--- src/rtl/cplx_pkg.sv ---
// Shared opcodes, constant-register base, write-back word modes and FSM encoding
// for the complex-arithmetic instruction sequencer.
package cplx_pkg;

  localparam logic [2:0] OP_NOP  = 3'b000;
  localparam logic [2:0] OP_ADD  = 3'b001;
  localparam logic [2:0] OP_SUB  = 3'b010;
  localparam logic [2:0] OP_MUL  = 3'b011;
  localparam logic [2:0] OP_CONJ = 3'b100;

  // Register indices at or above this value may name a predefined constant.
  localparam logic [3:0] CNST_BASE = 4'd9;

  localparam logic [1:0] ENDW_BOTH = 2'b00;
  localparam logic [1:0] ENDW_RE   = 2'b01;
  localparam logic [1:0] ENDW_IM   = 2'b10;
  localparam logic [1:0] ENDW_SWAP = 2'b11;

  typedef enum logic [2:0] {
    S_IDLE,
    S_READ,
    S_RDWT,
    S_EXEC,
    S_WB
  } state_t;

  typedef struct packed {
    logic [2:0] op;
    logic [3:0] dst;
    logic [3:0] src_a;
    logic [3:0] src_b;
    logic       cnst_a;
    logic       cnst_b;
    logic [1:0] endw;
  } instr_t;

  function automatic logic bad_const(input logic cnst, input logic [3:0] src);
    return cnst && (src < CNST_BASE);
  endfunction

endpackage

--- src/rtl/cplx_wdog_cnt.sv ---
// Execution watchdog: counts enabled cycles from a clear and flags the final
// cycle of a TIMEOUT-cycle window.
module cplx_wdog_cnt #(
  parameter int TIMEOUT = 64,
  parameter int TO_W    = 7
) (
  input  logic clock,
  input  logic reset,
  input  logic clear,
  input  logic enable,
  output logic expired
);

  logic [TO_W-1:0] cnt;

  // NOTE: sequential state is always updated with non-blocking assignments so
  // every register samples the pre-edge values of its sources.
  always_ff @(posedge clock) begin
    if (reset || clear) begin
      cnt <= '0;
    end else if (enable && !expired) begin
      cnt <= cnt + TO_W'(1);
    end
  end

  // Count starts at 0 on the first enabled cycle, so TIMEOUT-1 marks the last one.
  assign expired = (cnt == TO_W'(TIMEOUT - 1));

endmodule

--- src/rtl/cplx_op_sequencer.sv ---
// Sequences one complex instruction at a time: bank read, ALU start/done
// handshake, then write-back. Drives control pins only; all outputs registered.
module cplx_op_sequencer
  import cplx_pkg::*;
#(
  parameter int TIMEOUT = 64,
  parameter int TO_W    = 7
) (
  input  logic       clock,
  input  logic       reset,
  input  logic       in_valid,
  output logic       in_ready,
  input  logic [2:0] in_op,
  input  logic [3:0] in_dst,
  input  logic [3:0] in_srcA,
  input  logic [3:0] in_srcB,
  input  logic       in_cnstA,
  input  logic       in_cnstB,
  input  logic [1:0] in_endw,
  output logic [3:0] seloutA,
  output logic [3:0] seloutB,
  output logic       cnstA,
  output logic       cnstB,
  output logic       enrregA,
  output logic       enrregB,
  output logic       regwen,
  output logic [3:0] selwreg,
  output logic [1:0] endwreg,
  output logic [2:0] alu_op,
  output logic       alu_start,
  input  logic       alu_done,
  output logic       done,
  output logic       err,
  output logic       busy
);

  state_t state, state_next;
  instr_t instr_q, instr_next;
  logic   done_next, err_next, start_next;
  logic   busy_next, in_exec, wdog_expired;

  assign in_exec   = (state == S_EXEC);
  assign busy_next = (state_next != S_IDLE);

  cplx_wdog_cnt #(
    .TIMEOUT (TIMEOUT),
    .TO_W    (TO_W)
  ) u_wdog (
    .clock   (clock),
    .reset   (reset),
    .clear   (!in_exec),
    .enable  (in_exec),
    .expired (wdog_expired)
  );

  always_ff @(posedge clock) begin
    if (reset) begin
      state   <= S_IDLE;
      instr_q <= '0;
    end else begin
      state   <= state_next;
      instr_q <= instr_next;
    end
  end

  // NOTE: every signal written here gets a default first, so no path can
  // leave one unassigned and infer a latch.
  always_comb begin
    state_next = state;
    instr_next = instr_q;
    done_next  = 1'b0;
    err_next   = 1'b0;
    start_next = 1'b0;
    case (state)
      S_IDLE: begin
        if (in_valid) begin
          instr_next = '{op: in_op, dst: in_dst, src_a: in_srcA, src_b: in_srcB,
                         cnst_a: in_cnstA, cnst_b: in_cnstB, endw: in_endw};
          if (bad_const(in_cnstA, in_srcA) || bad_const(in_cnstB, in_srcB)) begin
            err_next = 1'b1;
          end else if (in_op == OP_NOP) begin
            done_next = 1'b1;
          end else begin
            state_next = S_READ;
          end
        end
      end
      S_READ: state_next = S_RDWT;
      S_RDWT: begin
        state_next = S_EXEC;
        start_next = 1'b1;
      end
      S_EXEC: begin
        // A late alu_done on the final watchdog cycle still completes the instruction.
        if (alu_done) begin
          state_next = S_WB;
        end else if (wdog_expired) begin
          state_next = S_IDLE;
          err_next   = 1'b1;
        end
      end
      S_WB: begin
        state_next = S_IDLE;
        done_next  = 1'b1;
      end
      default: state_next = S_IDLE;
    endcase
  end

  // Outputs are registered from the next state so each pin changes with the state itself.
  always_ff @(posedge clock) begin
    if (reset) begin
      in_ready  <= 1'b1;
      busy      <= 1'b0;
      seloutA   <= '0;
      seloutB   <= '0;
      cnstA     <= 1'b0;
      cnstB     <= 1'b0;
      enrregA   <= 1'b0;
      enrregB   <= 1'b0;
      regwen    <= 1'b0;
      selwreg   <= '0;
      endwreg   <= '0;
      alu_op    <= OP_NOP;
      alu_start <= 1'b0;
      done      <= 1'b0;
      err       <= 1'b0;
    end else begin
      in_ready  <= !busy_next;
      busy      <= busy_next;
      seloutA   <= busy_next ? instr_next.src_a  : '0;
      seloutB   <= busy_next ? instr_next.src_b  : '0;
      cnstA     <= busy_next && instr_next.cnst_a;
      cnstB     <= busy_next && instr_next.cnst_b;
      enrregA   <= (state_next == S_READ);
      enrregB   <= (state_next == S_READ);
      regwen    <= (state_next == S_WB);
      selwreg   <= busy_next ? instr_next.dst  : '0;
      endwreg   <= busy_next ? instr_next.endw : '0;
      alu_op    <= (state_next == S_EXEC || state_next == S_WB) ? instr_next.op : OP_NOP;
      alu_start <= start_next;
      done      <= done_next;
      err       <= err_next;
    end
  end

endmodule

--- config.mk ---
export PLATFORM = sky130hd
export DESIGN_NAME = cplx_op_sequencer
export DESIGN_NICKNAME = d
export VERILOG_FILES = /design/src/rtl/cplx_pkg.sv /design/src/rtl/cplx_wdog_cnt.sv /design/src/rtl/cplx_op_sequencer.sv
export SDC_FILE = /design/constraint.sdc
export NUM_CORES = 1
export LEC_CHECK = 0
export CORE_MARGIN = 5
export CORE_UTILIZATION = 44
export CTS_CLUSTER_SIZE = 28
export DETAILED_ROUTE_END_ITERATION = 8
export HOLD_SLACK_MARGIN = 0.06
export PLACE_DENSITY_LB_ADDON = 0.3
export SETUP_SLACK_MARGIN = 0.1
export SLEW_MARGIN = 20
export SYNTH_ARGS = -nofsm -noshare
export SYNTH_HDL_FRONTEND = slang
export SYNTH_HIERARCHICAL = 1
export SYNTH_SLANG_ARGS = --single-unit
--- constraint.sdc ---
create_clock -name clock -period 2.7 [get_ports clock]
set_input_delay 0.27 -clock clock [delete_from_list [all_inputs] [get_ports clock]]
set_output_delay 0.27 -clock clock [all_outputs]
set_load 0.03 [all_outputs]
==> results of run 1 <==
stage by stage:
step | cell area (um2) | setup WS [ps] | cells | utilization [%] | total power, mW
final | 2700 | 570 | 306 | 57.5 | 1.71
after global routing | 2700 | 380 | 306 | 57.5 | 1.80
after CTS | 2700 | 569 | 306 | 57.5 | 1.74
after detailed placement | 2590 | 574 | 298 | 55.1 | 1.20
after global placement | 2590 | 617 | 298 | 55.1 | 1.19
after floorplan | 2100 | 937 | 205 | - | 1.10
cell usage in the layout (no fill, tap or decap), types with 2 or more instances in the layout:
| cell type | Yosys | layout |
|---|---|---|
| a211oi_1 | 6 | 6 |
| a211oi_2 | 10 | 10 |
| a21oi_1 | 16 | 16 |
| a31oi_1 | 5 | 5 |
| buf_4 | 2 | 2 |
| clkbuf_8 | 0 | 5 |
| clkdlybuf4s50_1 | 0 | 48 |
| dfxtp_1 | 55 | 55 |
| inv_1 | 5 | 5 |
| mux2i_1 | 5 | 5 |
| nand2_1 | 40 | 40 |
| nand3_1 | 3 | 3 |
| nor2_1 | 12 | 12 |
| nor3_1 | 2 | 2 |
| nor3b_1 | 2 | 2 |
| nor4b_4 | 3 | 3 |
| o21a_1 | 3 | 3 |
| o21ai_0 | 2 | 2 |
| o21ai_1 | 2 | 2 |
| or3_1 | 2 | 2 |
worst max-delay path by stage:
| stage | cells past startpoint | start | slack [ps] | to |
|---|---|---|---|---|
| floorplan | 9 | u_wdog/cnt[0]$_SDFFE_PP0P_ | 940 | endwreg[0]$_SDFF_PP0_ |
| global placement | 8 | u_wdog/cnt[0]$_SDFFE_PP0P_ | 620 | endwreg[1]$_SDFF_PP0_ |
| detailed placement | 5 | in_cnstA | 570 | cnstB$_SDFF_PP0_ |
| CTS | 8 | u_wdog/cnt[0]$_SDFFE_PP0P_ | 570 | selwreg[3]$_SDFF_PP0_ |
| global route | 8 | u_wdog/cnt[0]$_SDFFE_PP0P_ | 380 | cnstB$_SDFF_PP0_ |
| finish | 8 | u_wdog/cnt[0]$_SDFFE_PP0P_ | 570 | selwreg[3]$_SDFF_PP0_ |
power by group:
part | leakage (nW) | switching (mW) | internal [mW]
clock network | 0.0558 | 0.254 | 0.280
logic | 0.457 | 0.177 | 0.121
registers | 0.448 | 0.0190 | 0.859
total | 0.961 | 0.450 | 1.26
sequential cells by signal (all words and copies together) (netlist names):
signal	cells
seloutA	4
selwreg	4
instr_q	19
err	1
u_wdog/cnt	7
busy	1
in_ready	1
seloutB	4
state	3
cnstA	1
alu_start	1
cnstB	1
enrregB	1
endwreg	2
alu_op	3
done	1
regwen	1
metal layers:
| metal | track usage [%] | wire length, um | part of all wire [%] | vias up |
|---|---|---|---|---|
| met5 | 0 | 0 | 0 | - |
| met4 | 5.15 | 46 | 1.2 | 0 |
| met3 | 4.54 | 248 | 6.2 | 4 |
| met2 | 20.5 | 1700 | 43 | 42 |
| met1 | 18.3 | 1990 | 50 | 703 |
| li1 | - | - | - | 816 |
kinds of logic (layout without fill, tap and decap cells):
kind of cell	after synthesis	in the layout	synth area share (%)
simple gates	75	75	19.5
flops	55	55	52.4
compound gates	52	52	20.3
buf+inv	17	64	4.88
mux	5	5	2.38
fa+ha+maj	1	1	0.595
worst max-delay path, cell delays in order, from the launching register on:
cell      delay, ps
dfxtp_1         400
ha_1            200
and3b_4         220
nand2_1          90
inv_1           100
and4b_1         230
nor3_1           90
a31oi_4         550
a211oi_1        100
layout make-up:
class / count / area [um2]
fillers: 420 / 1990
flip-flops and latches: 55 / 1100
multi-input cells: 133 / 898
repair buffers: 51 / 500
clock buffers: 6 / 72.6
well taps: 54 / 67.6
clock inverters: 2 / 38.8
inverters: 5 / 18.8
==> results.toml, run 1 <==
[outcome]
status = "finished, final reports clean"

[synthesis]
syn_nets = 229
synthFlopType = "dfxtp_1"
synth_async_sr_flop_share_pct = 0
syn_inst = 205
ys_top_cells_by_area = "dfxtp_1, nand2_1, a211oi_2, a21oi_1, nor4b_4"
synth_edf_count = 0
synth.distinct_cells = 41
mappedNetlistArea_mm2 = 0.00210
avgSynthCellArea_um2 = 10.3
yosysTopAreaCell = "dfxtp_1"
synthTopCellsByCount = "dfxtp_1, nand2_1, a21oi_1, nor2_1, a211oi_2"
yosysWarningCount = 6
yosysSeqAreaShare_pct = 52.4
yosysMostFrequentCell = "dfxtp_1"
synth_top_area_share_pct = 52.4
synth-seq-cells = 55

[setup_path]
path_class = "register to register"
critPathArrivalTime_ps = 2280
critical_path.max_fanout = 16
endpoint_kind = "register"
ff2ff_path_depth = 8
rr_endpoint = "selwreg[3]$_SDFF_PP0_"
cp.required_ps = 2850
start_kind = "register"
reg2reg_slack_ps = 570
reg2reg_from = "u_wdog/cnt[0]$_SDFFE_PP0P_"

[cts]
cts_made_buffers = 5
cts_max_level = 2
hold_buffers = 0
cts.repair.resized = 0
cts.sinks = 55
cts_tree = "built"
clk_pin_slew_ps = 90
cts_buffer_depth = 2
cts_setup_buffers = 0
root_buffer = "clkbuf_8"
clock_latency_ps = 310

[power_and_ir_drop]
peakVddDrop_v = 0.000366
power_density_mw_per_mm2 = 634
p_leak_nw = 0.961

[sta]
setup_violations = 0
worstMarginPinSlew_ps = 864
final-hold-violation-count = 0
fin_skew_ps = 13.0
fin_setup_tns_ps = 0
rsz0062_at_grt = "false"
max_freq_mhz = 469
relSlewSlack_pct = 42.4
period_minus_slack_ps = 2130
slew_viol_final = 0
hold_ws_ps = 448
finalCritPeriodShare_pct = 78.9

[finish]
n_antenna_cell = 0
nets = 275
layout-drive-gt1-share_pct = 11.9
syn_to_final_growth_pct = 28.3

[worst_hold_path]
min_path_type = "register to register"
min-delay-start = "u_wdog/cnt[6]$_SDFFE_PP0P_"
whs_endpoint = "u_wdog/cnt[6]$_SDFFE_PP0P_"
whs_path_depth = 2

[floorplan]
dieArea_mm2 = 0.00626
core_mm2 = 0.00469
ios = 50
die_w_um = 79.1
start_util_pct = 44.8
row_count = 25
die_h_um = 79.1

[detailed_routing]
detail_route.iter0.violations = 91
antenna_left = 0
first_pass_iters = 4
vias = 1565
routed_wl_mm = 3.99
wl_per_cell_um = 13.0
drcViolationCount = 0
viasPerCell = 5.11

[grt]
grt_pass1_vias = 1487
grt.overflow.total = 0
antenna_found_initial = 0
track_usage_pct = 13.7
grt_pass1_wl_mm = 6.77
grt_max_degree = 47

[placement]
dpl.hpwl_mm = 2.86
gp_congestion = 0.756
portBuffers = 49

[run]
drv_cap = 0
Power figures use the tool's default switching activity.
==> run 2, diff against run 1 <==
==> constraint.sdc (replaced) <==
create_clock -name clock -period 1.8 [get_ports clock]
set_input_delay 0.18 -clock clock [delete_from_list [all_inputs] [get_ports clock]]
set_output_delay 0.18 -clock clock [all_outputs]
set_load 0.03 [all_outputs]
==> run 2 against run 1 <==
- cell area is 10% higher
- count of clock-buffer cells in the layout down 1
- register-to-register slack worse by 500 ps
- largest cell class unchanged
==> results.toml, run 2 (synthesized netlist as in run 1, its figures left out) <==
[power_and_ir_drop]
power_density_mw_per_mm2 = 901
peakVddDrop_v = 0.000558
p_leak_nw = 1.09
finalPower_mw = 2.67

[cts]
cts.sinks = 55
hold_buffers = 0
cts_max_level = 2
cts_buffer_depth = 2
cts_tree = "built"
cts_made_buffers = 5
root_buffer = "clkbuf_8"
clock_latency_ps = 310
clk_pin_slew_ps = 90

[setup_path]
reg2reg_from = "u_wdog/cnt[0]$_SDFFE_PP0P_"
endpoint_kind = "register"
path_class = "register to register"
reg2reg_slack_ps = 70
cp_num_buf_inv = 2
critical_path.max_fanout = 8
cp.required_ps = 1980
cpLargestDelayFamily = "simple AND/OR/NAND/NOR gates"
max_stage_delay_ps = 370
slowest_stage = "dfxtp_2"
critPathArrivalTime_ps = 1910
cp-startpoint = "u_wdog/cnt[0]$_SDFFE_PP0P_"
start_kind = "register"
path_cells = "ha_4, and3b_4, nand2_4, inv_2, and4b_1, nor3_2, a31oi_4, buf_12, a211oi_2"

[placement]
dp_cells = 309
gp_congestion = 0.831
dpl.hpwl_mm = 3.03
portBuffers = 49
dp_slack_ps = -48.6

[sta]
max_freq_mhz = 578
slew_viol_final = 0
setup_violations = 0
finalCritPeriodShare_pct = 96.1
fin_ws_ps = 69.4
fin_setup_tns_ps = 0
relSlewSlack_pct = 71.9
worstMarginPinSlew_ps = 421
rsz0062_at_grt = "true"
period_minus_slack_ps = 1730
final-hold-violation-count = 0
fin_skew_ps = 8.75

[run]
drv_cap = 0

[detailed_routing]
antenna_left = 0
detail_route.iter0.violations = 56
vias = 1674
viasPerCell = 5.15
routed_wl_mm = 4.52
drcViolationCount = 0
first_pass_iters = 4
wl_per_cell_um = 13.9

[finish]
syn_to_final_growth_pct = 41.2
fin_cells = 325
layout_commonest_cell = "dfxtp_1"
layout-drive-gt1-share_pct = 24.0
regMostFlops = "instr_q"
largestRegisters = "instr_q: 19 flops, u_wdog/cnt: 7 flops"
postLayoutCoreUtil_pct = 63.3
largest_register_ffs = 19
final_cell_mix = "dfxtp_1, clkdlybuf4s50_1, nand2_1"
n_antenna_cell = 0
nets = 295

[floorplan]
die_w_um = 79.1
dieArea_mm2 = 0.00626
die_h_um = 79.1
ios = 50
core_mm2 = 0.00469
row_count = 25
start_util_pct = 44.8

[grt]
grt.busiest_layer = "met2"
grt_max_degree = 34
grt.overflow.total = 0
grt_pass1_wl_mm = 7.38
grt_pass1_vias = 1566
antenna_found_initial = 0
track_usage_pct = 15.2
gr-usage-met1_pct = 19.9
use_met2_pct = 23.3
global_route.usage.met3_pct = 4.99

[worst_hold_path]
min_path_type = "input port to register"
min-delay-start = "reset"

[outcome]
status = "finished, final reports clean"
==> run 2: worst paths after layout <==
path | cells past startpoint | endpoint
worst max-delay path | 9 | seloutB[3]$_SDFF_PP0_
worst max register to register | 9 | seloutB[3]$_SDFF_PP0_
worst min-delay path | 2 | instr_q[1]$_SDFF_PP0_
worst min register to register | 2 | u_wdog/cnt[6]$_SDFFE_PP0P_
==> run 2: area by class of cell <==
cell class | instances | area (um2)
Fill cell | 400 | 1720
Sequential cell | 55 | 1110
Multi-Input combinational cell | 133 | 973
Timing Repair Buffer | 71 | 696
Clock buffer | 5 | 68.8
Tap cell | 54 | 67.6
Clock inverter | 2 | 37.5
Inverter | 5 | 18.8
==> run 2: routing by layer <==
| metal | vias to the layer above | part of all wire (%) |
|---|---|---|
| met5 | - | 0 |
| met4 | 0 | 1.3 |
| met3 | 4 | 5.0 |
| met2 | 37 | 47 |
| met1 | 782 | 47 |
| li1 | 851 | - |
==> run 2: repair_timing <==
action,4_1_cts,5_1_grt
setup buffers,6,2
cloned,1,0
setup endpoints to repair,16,20
pin swaps,8,3
gates resized for setup,9,5
==> run 2: report_power, final <==
part	leakage, nW	internal [mW]	switching (mW)	total [mW]
Clock	0.0502	0.407	0.389	0.796
Combinational	0.594	0.257	0.302	0.559
Sequential	0.450	1.29	0.0296	1.32
Total	1.09	1.95	0.720	2.67
==> run 2: through the flow <==
step           area (um2)  hold WS [ps]
3_3_place_gp         2710           430
4_1_cts              2930           232
5_1_grt              2970           238
2_1_floorplan        2110           339
3_5_place_dp         2710           433
6_report             2970           234
==> run 3, diff against run 2 <==
--- a/config.mk
+++ b/config.mk
@@ -12,6 +12,7 @@
 export HOLD_SLACK_MARGIN = 0.06
 export PLACE_DENSITY_LB_ADDON = 0.3
 export SETUP_SLACK_MARGIN = 0.1
+export SKIP_LAST_GASP = 1
 export SLEW_MARGIN = 20
 export SYNTH_ARGS = -nofsm -noshare
 export SYNTH_HDL_FRONTEND = slang
==> results of run 3 <==
No change in the layout: final DEF, timing and power equal those of run 2.
